$ cat src/rtl/axi_tx_fifo_channel_if.sv
// Bus side of the transmit FIFO channel: VALID/READY handshake and data.
// With AXI_TX_LAST_EN defined, the bus also carries xLAST.
interface axi_tx_fifo_channel_if #(
    parameter int WIDTH = 8
);
    logic             VALID;
    logic             READY;
    logic [WIDTH-1:0] xDATA;
`ifdef AXI_TX_LAST_EN
    logic             xLAST;

    modport master (output VALID, output xDATA, output xLAST, input READY);
    modport slave  (input VALID, input xDATA, input xLAST, output READY);
`else
    modport master (output VALID, output xDATA, input READY);
    modport slave  (input VALID, input xDATA, output READY);
`endif
endinterface

$ cat src/rtl/axi_tx_fifo_channel.sv
// DEPTH-entry in-order transmit buffer feeding one VALID/READY channel; bus outputs come from registered state only.
// Optional macro AXI_TX_LAST_EN adds tx_last/xLAST storage and the burst_done pulse.
module axi_tx_fifo_channel #(
    parameter int WIDTH = 8,
    parameter int DEPTH = 4,
    parameter int LW    = $clog2(DEPTH + 1)
) (
    input  logic                  ACLK,
    input  logic                  ARESETn,
    axi_tx_fifo_channel_if.master bus,
    input  logic [WIDTH-1:0]      tx_data,
    input  logic                  tx_en,
`ifdef AXI_TX_LAST_EN
    input  logic                  tx_last,
    output logic                  burst_done,
`endif
    output logic                  tx_hold,
    output logic [LW-1:0]         level,
    output logic                  tx_idle
);

    localparam int PW = (DEPTH > 1) ? $clog2(DEPTH) : 1;
`ifdef AXI_TX_LAST_EN
    localparam int SW = WIDTH + 1;
`else
    localparam int SW = WIDTH;
`endif
    localparam logic [PW-1:0] LAST_IDX = PW'(DEPTH - 1);
    localparam logic [LW-1:0] FULL_CNT = LW'(DEPTH);

    typedef enum logic [1:0] {
        OCC_EMPTY,
        OCC_ACTIVE,
        OCC_FULL
    } occ_e;

    logic [SW-1:0] mem [DEPTH];
    logic [PW-1:0] rd_ptr;
    logic [PW-1:0] wr_ptr;
    logic [LW-1:0] count;
    logic [SW-1:0] head;
    logic [SW-1:0] wr_entry;
    logic          valid;
    logic          push;
    logic          pop;
    occ_e          occ;

    always_comb begin
        occ = OCC_ACTIVE;
        if (count == '0) begin
            occ = OCC_EMPTY;
        end else if (count == FULL_CNT) begin
            occ = OCC_FULL;
        end
    end

    // Full blocks the push even when a pop happens in the same cycle: no pass-through.
    assign valid   = (occ != OCC_EMPTY);
    assign tx_hold = (occ == OCC_FULL);
    assign tx_idle = (occ == OCC_EMPTY);
    assign level   = count;
    assign push    = tx_en & ~tx_hold;
    assign pop     = valid & bus.READY;

`ifdef AXI_TX_LAST_EN
    assign wr_entry = {tx_last, tx_data};
`else
    assign wr_entry = tx_data;
`endif

    // NOTE: the reset branch also clears count, so VALID falls the moment ARESETn asserts.
    always_ff @(posedge ACLK or negedge ARESETn) begin
        if (!ARESETn) begin
            rd_ptr <= '0;
            wr_ptr <= '0;
            count  <= '0;
        end else begin
            if (push) begin
                wr_ptr <= (wr_ptr == LAST_IDX) ? '0 : wr_ptr + PW'(1);
            end
            if (pop) begin
                rd_ptr <= (rd_ptr == LAST_IDX) ? '0 : rd_ptr + PW'(1);
            end
            case ({push, pop})
                2'b10:   count <= count + LW'(1);
                2'b01:   count <= count - LW'(1);
                default: count <= count;
            endcase
        end
    end

    // NOTE: storage is deliberately not reset; pointers and count decide which entries are live.
    always_ff @(posedge ACLK) begin
        if (push) begin
            mem[wr_ptr] <= wr_entry;
        end
    end

    assign head      = mem[rd_ptr];
    assign bus.VALID = valid;
    assign bus.xDATA = valid ? head[WIDTH-1:0] : '0;

`ifdef AXI_TX_LAST_EN
    assign bus.xLAST = valid & head[WIDTH];

    always_ff @(posedge ACLK or negedge ARESETn) begin
        if (!ARESETn) begin
            burst_done <= 1'b0;
        end else begin
            burst_done <= pop & head[WIDTH];
        end
    end
`endif

endmodule

$ cat src/flat_wrapper.sv
// flat-port wrapper written by rule: the top's interface ports become plain ports
module axi_tx_fifo_channel_flat 
#(
    parameter int WIDTH = 8,
    parameter int DEPTH = 4,
    parameter int LW    = $clog2(DEPTH + 1)
)
  (ACLK, ARESETn, tx_data, tx_en, tx_hold, level, tx_idle, bus_VALID, bus_xDATA, bus_READY);
  axi_tx_fifo_channel_if #(.WIDTH(WIDTH)) bus_i ();
  input  logic ACLK;
  input  logic ARESETn;
  input  logic [WIDTH-1:0] tx_data;
  input  logic tx_en;
  output logic tx_hold;
  output logic [LW-1:0] level;
  output logic tx_idle;
  output wire logic [$bits(bus_i.VALID)-1:0] bus_VALID;
  output wire logic [$bits(bus_i.xDATA)-1:0] bus_xDATA;
  input wire logic [$bits(bus_i.READY)-1:0] bus_READY;
  assign bus_VALID = bus_i.VALID;
  assign bus_xDATA = bus_i.xDATA;
  assign bus_i.READY = bus_READY;
  axi_tx_fifo_channel #(.WIDTH(WIDTH), .DEPTH(DEPTH), .LW(LW)) u_core (.ACLK(ACLK), .ARESETn(ARESETn), .bus(bus_i), .tx_data(tx_data), .tx_en(tx_en), .tx_hold(tx_hold), .level(level), .tx_idle(tx_idle));
endmodule
$ cat config.mk
export PLATFORM = sky130hd
export DESIGN_NAME = axi_tx_fifo_channel_flat
export DESIGN_NICKNAME = d
export VERILOG_FILES = /design/src/rtl/axi_tx_fifo_channel_if.sv /design/src/rtl/axi_tx_fifo_channel.sv /design/src/flat_wrapper.sv
export SDC_FILE = /design/constraint.sdc
export NUM_CORES = 1
export LEC_CHECK = 0
export ABC_CLOCK_PERIOD_IN_PS = 3900
export BUFFER_PORTS_ARGS = -buffer_cell sky130_fd_sc_hd__buf_2
export CORE_ASPECT_RATIO = 1.2
export CORE_MARGIN = 8
export CORE_UTILIZATION = 50
export DETAILED_ROUTE_END_ITERATION = 16
export GPL_ROUTABILITY_DRIVEN = 0
export HOLD_SLACK_MARGIN = 0.1
export PLACE_DENSITY_LB_ADDON = 0.25
export SETUP_SLACK_MARGIN = 0.3
export SLEW_MARGIN = 20
export SYNTH_ARGS = -nofsm -noshare
export SYNTH_HDL_FRONTEND = slang
export SYNTH_SLANG_ARGS = --single-unit
$ cat constraint.sdc
create_clock -name ACLK -period 3.9 [get_ports ACLK]
set_clock_uncertainty 0.1 [all_clocks]
set_input_delay 0 -clock ACLK [delete_from_list [all_inputs] [get_ports ACLK]]
set_output_delay 0 -clock ACLK [all_outputs]
set_load 0.02 [all_outputs]
[Yosys cells after proc, flatten, opt, wreduce, memory -nomap -nowiden]
Memory sizes are Yosys's and may differ from the RTL's.
Index checks and enable logic that the tools add are counted.
Widths: inputs -> output; s select.
Word-level totals
  bits in registers: 7
  memory bits (writable): 32
  word-level logic and storage cells: 29
  memories kept: 1
Cells by class
  $add $sub $neg: 4
  equal/unequal tests: 6
  mux-type cells: 8
  bitwise gates (word level): 3
  reduce and logical (&&, ||, !) cells: 4
Memory list
  u_core.mem: depth 4, width 8, read ports 1, clocked after memory_dff 0, write ports 1, line axi_tx_fifo_channel.sv:37  | logic [SW-1:0] mem [DEPTH];
Operator list (number)
  $eq 2x2->1 const B: 4
  $mux 2: 4
  $mux 8: 1
  $pmux 3 s2: 1
  $add 2x1->2 const B: 2
  $reduce_bool 2->1: 2
  $add 3x1->3 const B: 1
  $eq 3x3->1 const B: 1
  $logic_not 3->1: 1
  $sub 3x1->3 const B: 1
  $and 1x1->1: 2
  $eq 2x1->1 const B: 1
  $logic_not 2->1: 1
  $mux 1: 2
  $not 1->1: 1

[Logic depth before layout (Yosys ltp)]
Gate-level depths: netlist (run 1).
  depth after elaboration: 8
  gate-level depth with buffers: 9

[Worst setup path after synthesis (run 1)]
No wires, ideal clock.
  kind: register -> register
  from: register u_core.count[2] (netlist: u_core.level[2])
  to: register u_core.count[2] (netlist: u_core.level[2])
  setup time: 0.080 ns
  arrival time: 2.360 ns
  data required time: 3.720 ns
  path slack: 1.361 ns
  stages on the path, launching flop included: 10
  path buffers: 0
  path through: dfrtp_1 nor3b_1 nor2b_1 inv_1 ha_1 inv_1 fa_1 xor2_1 nor2_1 xor2_1
Between the ends
  word-level cells in the longest chain between the ends: 8
  elaborated cells on any way between the ends: 15
  classes of those cells: add/sub: 2; eq/ne: 4; mux: 3; bitwise: 3; reduce/logical: 3
Ends and longest elaborated chain
  start: declaration: line axi_tx_fifo_channel.sv:40  | logic [LW-1:0] count;
  start signal: assignment: line axi_tx_fifo_channel.sv:85  | 2'b10: count <= count + LW'(1);
  start signal: assignment: line axi_tx_fifo_channel.sv:86  | 2'b01: count <= count - LW'(1);
  start signal: assignment: line axi_tx_fifo_channel.sv:87  | default: count <= count;
  $eq 3x3->1: line axi_tx_fifo_channel.sv:52  | end else if (count == FULL_CNT) begin
  $mux 2: line axi_tx_fifo_channel.sv:52
  $mux 2 (*): line axi_tx_fifo_channel.sv:50  | if (count == '0) begin
  $eq 2x2->1 (*): line axi_tx_fifo_channel.sv:59  | assign tx_hold = (occ == OCC_FULL);
  net tx_hold: line flat_wrapper.sv:14  | output logic tx_hold;
  $not 1->1 (*): line axi_tx_fifo_channel.sv:62  | assign push = tx_en & ~tx_hold;
  $and 1x1->1 (*): line axi_tx_fifo_channel.sv:62
  $eq 2x1->1 or $eq 2x2->1 (tied branches): line axi_tx_fifo_channel.sv:84  | case ({push, pop})
  $pmux 3 s2 or $reduce_bool 2->1 (tied branches)
The timed path passes the listed nets; every way through them passes the cells marked *.
A chain may end at the register's enable or synchronous reset.

[Worst setup path after layout (run 1)]
  from: register u_core.count[0] (netlist: u_core.level[0])
  to: register u_core.count[1] (netlist: u_core.level[1])
Between the ends
  elaborated cells on any way between the ends: 15
  classes of those cells: add/sub: 2; eq/ne: 4; mux: 3; bitwise: 3; reduce/logical: 3
RTL lines
  $eq 3x3->1: line axi_tx_fifo_channel.sv:52
  $mux 2: line axi_tx_fifo_channel.sv:52
  $mux 2 (*): line axi_tx_fifo_channel.sv:50
  $reduce_bool 2->1 (*): line axi_tx_fifo_channel.sv:58  | assign valid = (occ != OCC_EMPTY);
  $and 1x1->1 (*): line axi_tx_fifo_channel.sv:63  | assign pop = valid & bus.READY;
  net u_core.pop: line axi_tx_fifo_channel.sv:45  | logic pop;
  $eq 2x1->1 or $eq 2x2->1 (tied branches): line axi_tx_fifo_channel.sv:84
  $pmux 3 s2 or $reduce_bool 2->1 (tied branches)
Marks and branches as above.

==> impl_results.rst, run 1 <==
.. list-table::
   :header-rows: 1

   * - Metric
     - Value
   * - Result of the run
     - complete, no violations
   * - Count of distinct cell types in the synthesized netlist
     - 19
   * - First element of the critical path
     - u_core.level[0]
   * - Number of diodes
     - 0
   * - CP Class
     - reg -> reg
   * - Instance area after placement
     - 1810 um^2
   * - TritonCTS clock tree
     - yes
   * - CTS H-tree lvls
     - 2
   * - Final global-route overflow total
     - 0
   * - Post-CTS setup buffer count
     - 0
   * - Die X
     - 68.5 um
   * - Peak VDD IR
     - 0.392 mV
   * - Number of detailed-routing iterations run before antenna repair
     - 4
   * - Ys async rst share
     - 17.9%
   * - Dpl ws
     - 1660 ps
   * - Cell type with the highest aggregate area in the netlist
     - sky130_fd_sc_hd__edfxtp_1
   * - GRT Total Usage
     - 12.0%
   * - Average wire per cell in the routed design
     - 16.1 um
   * - Fraction of synthesized cell area taken by the top area cell type
     - 58.1%
   * - Critical path capture point type
     - flip-flop
   * - Number of global-route vias before repair
     - 960
   * - Yosys warning count
     - 0
   * - Critical path arrival
     - 2350 ps
   * - Min cycle time layout
     - 2240 ps
   * - Count of antenna-violating nets left after detailed routing
     - 0
   * - Final wirelength
     - 2720 um
   * - Via count
     - 843
   * - Synth top area cells
     - sky130_fd_sc_hd__edfxtp_1, sky130_fd_sc_hd__mux4_2, sky130_fd_sc_hd__dfrtp_1
   * - Netlist Area Pre-Place
     - 1650 um^2
   * - Number of flops mapped to enable cells by yosys
     - 32
   * - Main synth FF type
     - sky130_fd_sc_hd__edfxtp_1
   * - Site row count
     - 23
   * - Maximum number of pins on one net before global-route repair
     - 13
   * - Fraction of the cycle the final worst path needs
     - 57.5%
   * - Post-detailed-route via-to-cell ratio
     - 4.99
   * - Most repeated cell in the gate-level netlist after synthesis
     - sky130_fd_sc_hd__edfxtp_1
   * - Chip height
     - 79.0 um
   * - Buffer cell driving the clock tree root
     - sky130_fd_sc_hd__clkbuf_8
   * - Area growth from synthesis to final layout
     - 21.3%
   * - Top-level I/O count
     - 26
   * - Sequential element share of the synthesized area
     - 68.7%
   * - Final Max Tran Viols
     - 0
   * - Highest clock rate
     - 446 MHz
   * - Sum of negative setup slack
     - 0 ps
   * - Syn Area/Cell
     - 18.2 um^2
   * - Share of post-route cells with drive strength above 1
     - 33.3%
   * - Port Buffer Count
     - 25
   * - Synthesized flop and latch total
     - 39
   * - Initial detailed-routing violation count
     - 17
   * - Required time of the critical path
     - 4010 ps
   * - Worst slew slack as a fraction of its limit
     - 60.0%
   * - Count of instances resized after the clock tree is built
     - 0
   * - Setup repair after global routing missed its margin
     - false
   * - First-pass GRT wire length
     - 4600 um
   * - Hold wc startpoint
     - tx_en
   * - Clk sinks
     - 39
   * - Startpoint of the worst register-to-register path
     - u_core.level[0]
   * - Gate count after technology mapping
     - 91
   * - P_leak
     - 0.791 nW
   * - Final count of negative-setup-slack endpoints
     - 0
   * - Final-layout worst hold slack
     - 153 ps
   * - Core Box Area
     - 3250 um^2
   * - Minimum setup slack in the final design
     - 1660 ps
   * - Pwr dens
     - 752 nW/um^2
   * - Starting Density
     - 50.9%
   * - Total DRC errors in the routed layout
     - 0
   * - Maximum buffer depth of the clock tree
     - 2
   * - Insertion delay to the later sink of the worst-skew pair
     - 290 ps
   * - TritonCTS buffer count
     - 5
   * - Final nets
     - 150
   * - Type of the worst min-delay path
     - in -> reg
   * - Clock transition at the registers of the reported paths
     - 70 ps
   * - Final design instance area without fill
     - 2010 um^2
   * - Die Area
     - 5410 um^2
   * - Leading post-synthesis cells by instance count
     - sky130_fd_sc_hd__edfxtp_1, sky130_fd_sc_hd__and2_1, sky130_fd_sc_hd__mux4_2, sky130_fd_sc_hd__dfrtp_1, sky130_fd_sc_hd__inv_1
   * - Critical Path Fanout Max
     - 11
   * - HPWL Detailed
     - 1910 um
   * - Max-cap viol count
     - 0
   * - Element type at the critical path start
     - flip-flop
   * - Mapped Nets
     - 110
   * - Transition time of the tightest slew-check pin
     - 600 ps
   * - Number of hold violations in the final report
     - 0
   * - Number of antenna violations at the first check in global routing
     - 0
[path summary, 6_finish.rpt]
kind,to,slack [ps],depth (start not counted)
max,u_core.level[1],1660,6
max reg2reg,u_core.level[1],1660,6
min,u_core.wr_ptr[1],150,3
min reg2reg,u_core.level[2],420,1
max in group asynchronous,u_core.wr_ptr[1],2870,3
min in group asynchronous,u_core.rd_ptr[1],570,3
[cells by family (layout without fill, tap and decap cells)]
family,count (synthesis),count (layout),share of synthesized area (%)
XOR/XNOR,3,3,1.59
adder cells (fa/ha/maj),7,7,5.75
buffers and inverters,10,51,2.35
flip-flops,39,39,68.7
multiplexers,13,13,14.7
AND/OR/NAND/NOR,19,19,6.96
[sequential cells by signal, indices dropped and copies added (netlist names)]
name and flops:
u_core.wr_ptr 2, u_core.mem 32, u_core.level 3, u_core.rd_ptr 2
[per-layer routing]
metal / vias to the layer above / track usage (%) / wire (um)
met4: 0 / 5.54 / 53
met2: 16 / 18.6 / 1360
met5: - / 0 / 0
met1: 412 / 13.5 / 1170
met3: 6 / 5.49 / 137
li1: 409 / - / -
[power breakdown]
group	leakage, nW	internal, mW	switching, mW
clock network	0.0392	0.121	0.134
logic	0.376	0.288	0.309
registers	0.375	0.564	0.0922
[metrics by stage]
stage	power [mW]	util, %	instances
after floorplan	1.09	-	91
final	1.51	61.7	169
after detailed placement	1.27	55.8	150
after CTS	1.53	61.7	169
after global routing	1.61	61.7	169
after global placement	1.26	55.8	150
[cells in the final DEF, fill, tap and decap left out]
master                          count
sky130_fd_sc_hd__and2_1            12
sky130_fd_sc_hd__and2_4             1
sky130_fd_sc_hd__buf_2             25
sky130_fd_sc_hd__clkbuf_8           5
sky130_fd_sc_hd__clkinv_1           2
sky130_fd_sc_hd__clkinvlp_4         1
sky130_fd_sc_hd__dfrtp_1            7
sky130_fd_sc_hd__dlygate4sd3_1     11
sky130_fd_sc_hd__edfxtp_1          32
sky130_fd_sc_hd__fa_1               1
sky130_fd_sc_hd__ha_1               6
sky130_fd_sc_hd__inv_1              7
sky130_fd_sc_hd__mux2_2             2
sky130_fd_sc_hd__mux2_4             2
sky130_fd_sc_hd__mux2i_1            1
sky130_fd_sc_hd__mux4_2             8
sky130_fd_sc_hd__nor2_1             3
sky130_fd_sc_hd__nor2b_1            1
sky130_fd_sc_hd__nor3b_1            1
sky130_fd_sc_hd__or3_1              1
sky130_fd_sc_hd__xnor2_1            1
sky130_fd_sc_hd__xor2_1             2
[final cells by class]
class / count / area (um^2)
clock inverters: 3 / 15.0
multi-input cells: 42 / 479
flip-flops and latches: 39 / 1140
fillers: 255 / 1240
well taps: 37 / 46.3
clock buffers: 5 / 68.8
repair buffers: 36 / 235
inverters: 7 / 26.3
[critical path, stage by stage (launching register included)]
cell and delay, ps:
sky130_fd_sc_hd__dfrtp_1 420, sky130_fd_sc_hd__or3_1 520, sky130_fd_sc_hd__and2_4 250, sky130_fd_sc_hd__ha_1 220
sky130_fd_sc_hd__inv_1 80, sky130_fd_sc_hd__fa_1 420, sky130_fd_sc_hd__mux2i_1 160
[repair_timing]
item,4_1_cts,5_1_grt
hold buffers,11,0
endpoints found under the hold margin,41,0
setup endpoints to repair,0,0
Note: power is estimated with default switching activity, not from simulation.
==> run 2, diff against run 1 <==
--- a/config.mk
+++ b/config.mk
@@ -5,7 +5,8 @@
 export SDC_FILE = /design/constraint.sdc
 export NUM_CORES = 1
 export LEC_CHECK = 0
-export ABC_CLOCK_PERIOD_IN_PS = 3900
+export ABC_AREA = 1
+export ABC_CLOCK_PERIOD_IN_PS = 2000
 export BUFFER_PORTS_ARGS = -buffer_cell sky130_fd_sc_hd__buf_2
 export CORE_ASPECT_RATIO = 1.2
 export CORE_MARGIN = 8
==> constraint.sdc (replaced) <==
create_clock -name ACLK -period 2 [get_ports ACLK]
set_clock_uncertainty 0.1 [all_clocks]
set_input_delay 0 -clock ACLK [delete_from_list [all_inputs] [get_ports ACLK]]
set_output_delay 0 -clock ACLK [all_outputs]
set_load 0.02 [all_outputs]
==> run 2 against run 1 <==
Net effect:
- maximum frequency rose by 31%
- critical path depth rose by 2
- wire length rose by 37%
- largest cell class unchanged
- combinational power rose to 2.9 times the previous value
==> impl_results.rst, run 2 <==
.. list-table::
   :header-rows: 1

   * - Metric
     - Value
   * - Result of the run
     - complete, no violations (unchanged)
   * - Minimum setup slack in the final design
     - 291 ps (was 1660 ps)
   * - Maximum number of pins on one net before global-route repair
     - 17 (was 13)
   * - Number of detailed-routing iterations run before antenna repair
     - 4 (unchanged)
   * - Startpoint of the worst register-to-register path
     - u_core.level[2] (was u_core.level[0])
   * - Number of hold violations in the final report
     - 0 (unchanged)
   * - Filler cells
     - 281 (was 255)
   * - Xor and xnor area share after synthesis
     - 0.478% (was 1.59%)
   * - Area growth from synthesis to final layout
     - 29.4% (was 21.3%)
   * - Leading post-synthesis cells by instance count
     - sky130_fd_sc_hd__inv_1, sky130_fd_sc_hd__nand2_1, sky130_fd_sc_hd__edfxtp_1, sky130_fd_sc_hd__nand3_1, sky130_fd_sc_hd__a21oi_1 (was sky130_fd_sc_hd__edfxtp_1, sky130_fd_sc_hd__and2_1, sky130_fd_sc_hd__mux4_2, sky130_fd_sc_hd__dfrtp_1, sky130_fd_sc_hd__inv_1)
   * - Port Buffer Count
     - 25 (unchanged)
   * - Final count of negative-setup-slack endpoints
     - 0 (unchanged)
   * - Number of diodes
     - 0 (unchanged)
   * - Fraction of the cycle the final worst path needs
     - 85.5% (was 57.5%)
   * - Critical path arrival
     - 1830 ps (was 2350 ps)
   * - TritonCTS buffer count
     - 5 (unchanged)
   * - Starting Density
     - 51.3% (was 50.9%)
   * - Clock transition at the registers of the reported paths
     - 70 ps (about the same)
   * - Final global-route overflow total
     - 0 (unchanged)
   * - Most repeated cell in the gate-level netlist after synthesis
     - sky130_fd_sc_hd__inv_1 (was sky130_fd_sc_hd__edfxtp_1)
   * - Synthesized flop and latch total
     - 39 (unchanged)
   * - Highest clock rate
     - 585 MHz (was 446 MHz)
   * - Dpl ws
     - 256 ps (was 1660 ps)
   * - First element of the critical path
     - u_core.level[2] (was u_core.level[0])
   * - Number of global-route vias before repair
     - 1,445 (was 960)
   * - Fraction of synthesized cell area taken by the top area cell type
     - 52.4% (was 58.1%)
   * - Max-cap viol count
     - 0 (unchanged)
   * - Synth top area cells
     - sky130_fd_sc_hd__edfxtp_1, sky130_fd_sc_hd__dfrtp_1, sky130_fd_sc_hd__inv_1 (was sky130_fd_sc_hd__edfxtp_1, sky130_fd_sc_hd__mux4_2, sky130_fd_sc_hd__dfrtp_1)
   * - Number of flops mapped to enable cells by yosys
     - 32 (unchanged)
   * - Top-level I/O count
     - 26 (unchanged)
   * - TritonCTS clock tree
     - yes (unchanged)
   * - Count of antenna-violating nets left after detailed routing
     - 0 (unchanged)
   * - Core Box Area
     - 3570 um^2 (was 3250 um^2)
   * - Worst slew slack as a fraction of its limit
     - 76.8% (was 60.0%)
   * - Final wirelength
     - 3730 um (was 2720 um)
   * - Adder and majority cell fraction of the synthesized area
     - 5.19% (was 5.75%)
   * - Die Area
     - 5870 um^2 (was 5410 um^2)
   * - Insertion delay to the later sink of the worst-skew pair
     - 290 ps (about the same)
   * - Mux cell area share after synthesis
     - 0% (was 14.7%)
   * - Sum of negative setup slack
     - 0 ps (unchanged)
   * - Mapped Nets
     - 203 (was 110)
   * - HPWL Detailed
     - 2620 um (was 1910 um)
   * - Site row count
     - 24 (was 23)
   * - Maximum buffer depth of the clock tree
     - 2 (unchanged)
   * - Largest register FFs
     - 32 (unchanged)
   * - Total DRC errors in the routed layout
     - 0 (unchanged)
   * - Critical Path Fanout Max
     - 4 (was 11)
   * - Most frequent standard cell in the layout excluding fill and tap cells
     - sky130_fd_sc_hd__nand2_1 (was sky130_fd_sc_hd__edfxtp_1)
   * - Critical path capture point type
     - flip-flop (unchanged)
   * - Number of antenna violations at the first check in global routing
     - 0 (unchanged)
   * - Average wire per cell in the routed design
     - 13.4 um (was 16.1 um)
   * - Transition time of the tightest slew-check pin
     - 348 ps (was 600 ps)
   * - Yosys warning count
     - 0 (unchanged)
   * - Most frequent cells in the layout
     - sky130_fd_sc_hd__nand2_1, sky130_fd_sc_hd__inv_1, sky130_fd_sc_hd__edfxtp_1 (was sky130_fd_sc_hd__edfxtp_1, sky130_fd_sc_hd__buf_2, sky130_fd_sc_hd__and2_1)
   * - Peak VDD IR
     - 0.889 mV (was 0.392 mV)
   * - Type of the worst min-delay path
     - in -> reg (unchanged)
   * - Required time of the critical path
     - 2120 ps (was 4010 ps)
   * - CTS H-tree lvls
     - 2 (unchanged)
   * - Gate count after technology mapping
     - 184 (was 91)
   * - GRT Total Usage
     - 13.5% (was 12.0%)
   * - Final Max Tran Viols
     - 0 (unchanged)
   * - CP Class
     - reg -> reg (unchanged)
   * - Pwr dens
     - 1510 nW/um^2 (was 752 nW/um^2)
   * - P_leak
     - 1.15 nW (was 0.791 nW)
   * - Post-detailed-route via-to-cell ratio
     - 4.97 (was 4.99)
   * - Min cycle time layout
     - 1710 ps (was 2240 ps)
   * - Buffer cell driving the clock tree root
     - sky130_fd_sc_hd__clkbuf_8 (unchanged)
   * - Final nets
     - 257 (was 150)
   * - Hold wc startpoint
     - tx_data[7] (was tx_en)
   * - Chip height
     - 82.3 um (was 79.0 um)
   * - Count of distinct cell types in the synthesized netlist
     - 21 (was 19)
   * - Fraction of the mapped netlist area in compound gates
     - 3.00% (was 0%)
   * - Simple-gate portion of the synthesized area
     - 17.3% (was 6.96%)
   * - Syn Area/Cell
     - 9.96 um^2 (was 18.2 um^2)
   * - Largest family of logic cells by synthesized area
     - simple AND/OR/NAND/NOR gates (was multiplexers)
   * - Main synth FF type
     - sky130_fd_sc_hd__edfxtp_1 (unchanged)
   * - Share of post-route cells with drive strength above 1
     - 28.0% (was 33.3%)
   * - Netlist Area Pre-Place
     - 1830 um^2 (was 1650 um^2)
   * - Via count
     - 1,382 (was 843)
   * - Ys async rst share
     - 17.9% (unchanged)
   * - Initial detailed-routing violation count
     - 59 (was 17)
   * - Die X
     - 71.3 um (was 68.5 um)
   * - Setup repair after global routing missed its margin
     - true (was false)
   * - First-pass GRT wire length
     - 5990 um (was 4600 um)
   * - Register with the most flip-flops
     - u_core.mem (unchanged)
   * - Clk sinks
     - 39 (unchanged)
   * - Cell type with the highest aggregate area in the netlist
     - sky130_fd_sc_hd__edfxtp_1 (unchanged)
   * - Element type at the critical path start
     - flip-flop (unchanged)
   * - Sequential element share of the synthesized area
     - 62.0% (was 68.7%)
run 2: changes by cell type after synthesis, sizes merged, moves of 4 or more:
cell,previous run,this run
a21oi,0,8
mux2,4,0
nand2,0,47
nand3,0,20
mux4,8,0
and2,13,0
inv,7,49
run 2: final timing paths:
path | endpoint | slack (ps) | cells past startpoint
worst max-delay path | u_core.level[1] | 290 | 8
min in group asynchronous | u_core.wr_ptr[1] | 570 | 3
worst min register to register | u_core.rd_ptr[1] | 440 | 2
worst max register to register | u_core.level[1] | 290 | 8
max in group asynchronous | u_core.level[1] | 960 | 3
worst min-delay path | u_core.mem[1][7] | 360 | 2
run 2: cell type report:
class / count / area, um^2 / area share, %
clock buffer: 5 / 68.8 / 2.90
clock inverter: 3 / 43.8 / 1.85
inverter: 49 / 194 / 8.18
multi-input combinational: 92 / 527 / 22.2
sequential: 39 / 1140 / 48.0
tap: 39 / 48.8 / 2.06
timing repair buffer: 51 / 350 / 14.8
run 2: worst max-delay path, cell delays in order, from the launching register on:
cell and delay, ps:
sky130_fd_sc_hd__dfrtp_2 450, sky130_fd_sc_hd__inv_2 100, sky130_fd_sc_hd__nand3_4 90, sky130_fd_sc_hd__nand2_4 90, sky130_fd_sc_hd__inv_4 40, sky130_fd_sc_hd__ha_4 150
sky130_fd_sc_hd__inv_2 60, sky130_fd_sc_hd__fa_2 430, sky130_fd_sc_hd__o21ai_2 140
run 2: power by group:
part	switching, mW	internal [mW]
sequential	0.112	1.10
combinational	1.08	0.645
clock	0.270	0.371
total	1.46	2.11
run 2: repair_timing:
| action | CTS | global route |
|---|---|---|
| resized for setup | 1 | 1 |
| setup endpoints to repair | 2 | 2 |
| buffers inserted | 4 | 4 |
| hold endpoints to repair | 45 | 0 |
| hold buffers | 12 | 0 |
| pin swaps | 2 | 3 |
run 2: kinds of logic after synthesis:
group,after synthesis
simple gates,73
buf+inv,53
flops,39
compound gates,11
fa+ha+maj,7
xor+xnor,1
run 2: metrics by stage:
stage	std cells	area, um^2	hold slack [ps]	total power [mW]	util [%]
global route	278	2370	361	3.82	66.4
finish	278	2370	358	3.58	66.4
floorplan	184	1890	-396	2.35	-
CTS	274	2340	350	3.55	65.5
detailed placement	250	2070	-252	2.83	58.0
global placement	250	2070	-255	2.74	58.0
run 2: routing by layer:
layer / global-route usage [%] / up-vias / share of wire [%]
met5: 0 / - / 0
met4: 9.58 / 0 / 2.4
li1: - / 681 / -
met2: 25.5 / 48 / 56
met1: 11.9 / 642 / 35
met3: 4.71 / 11 / 7.1
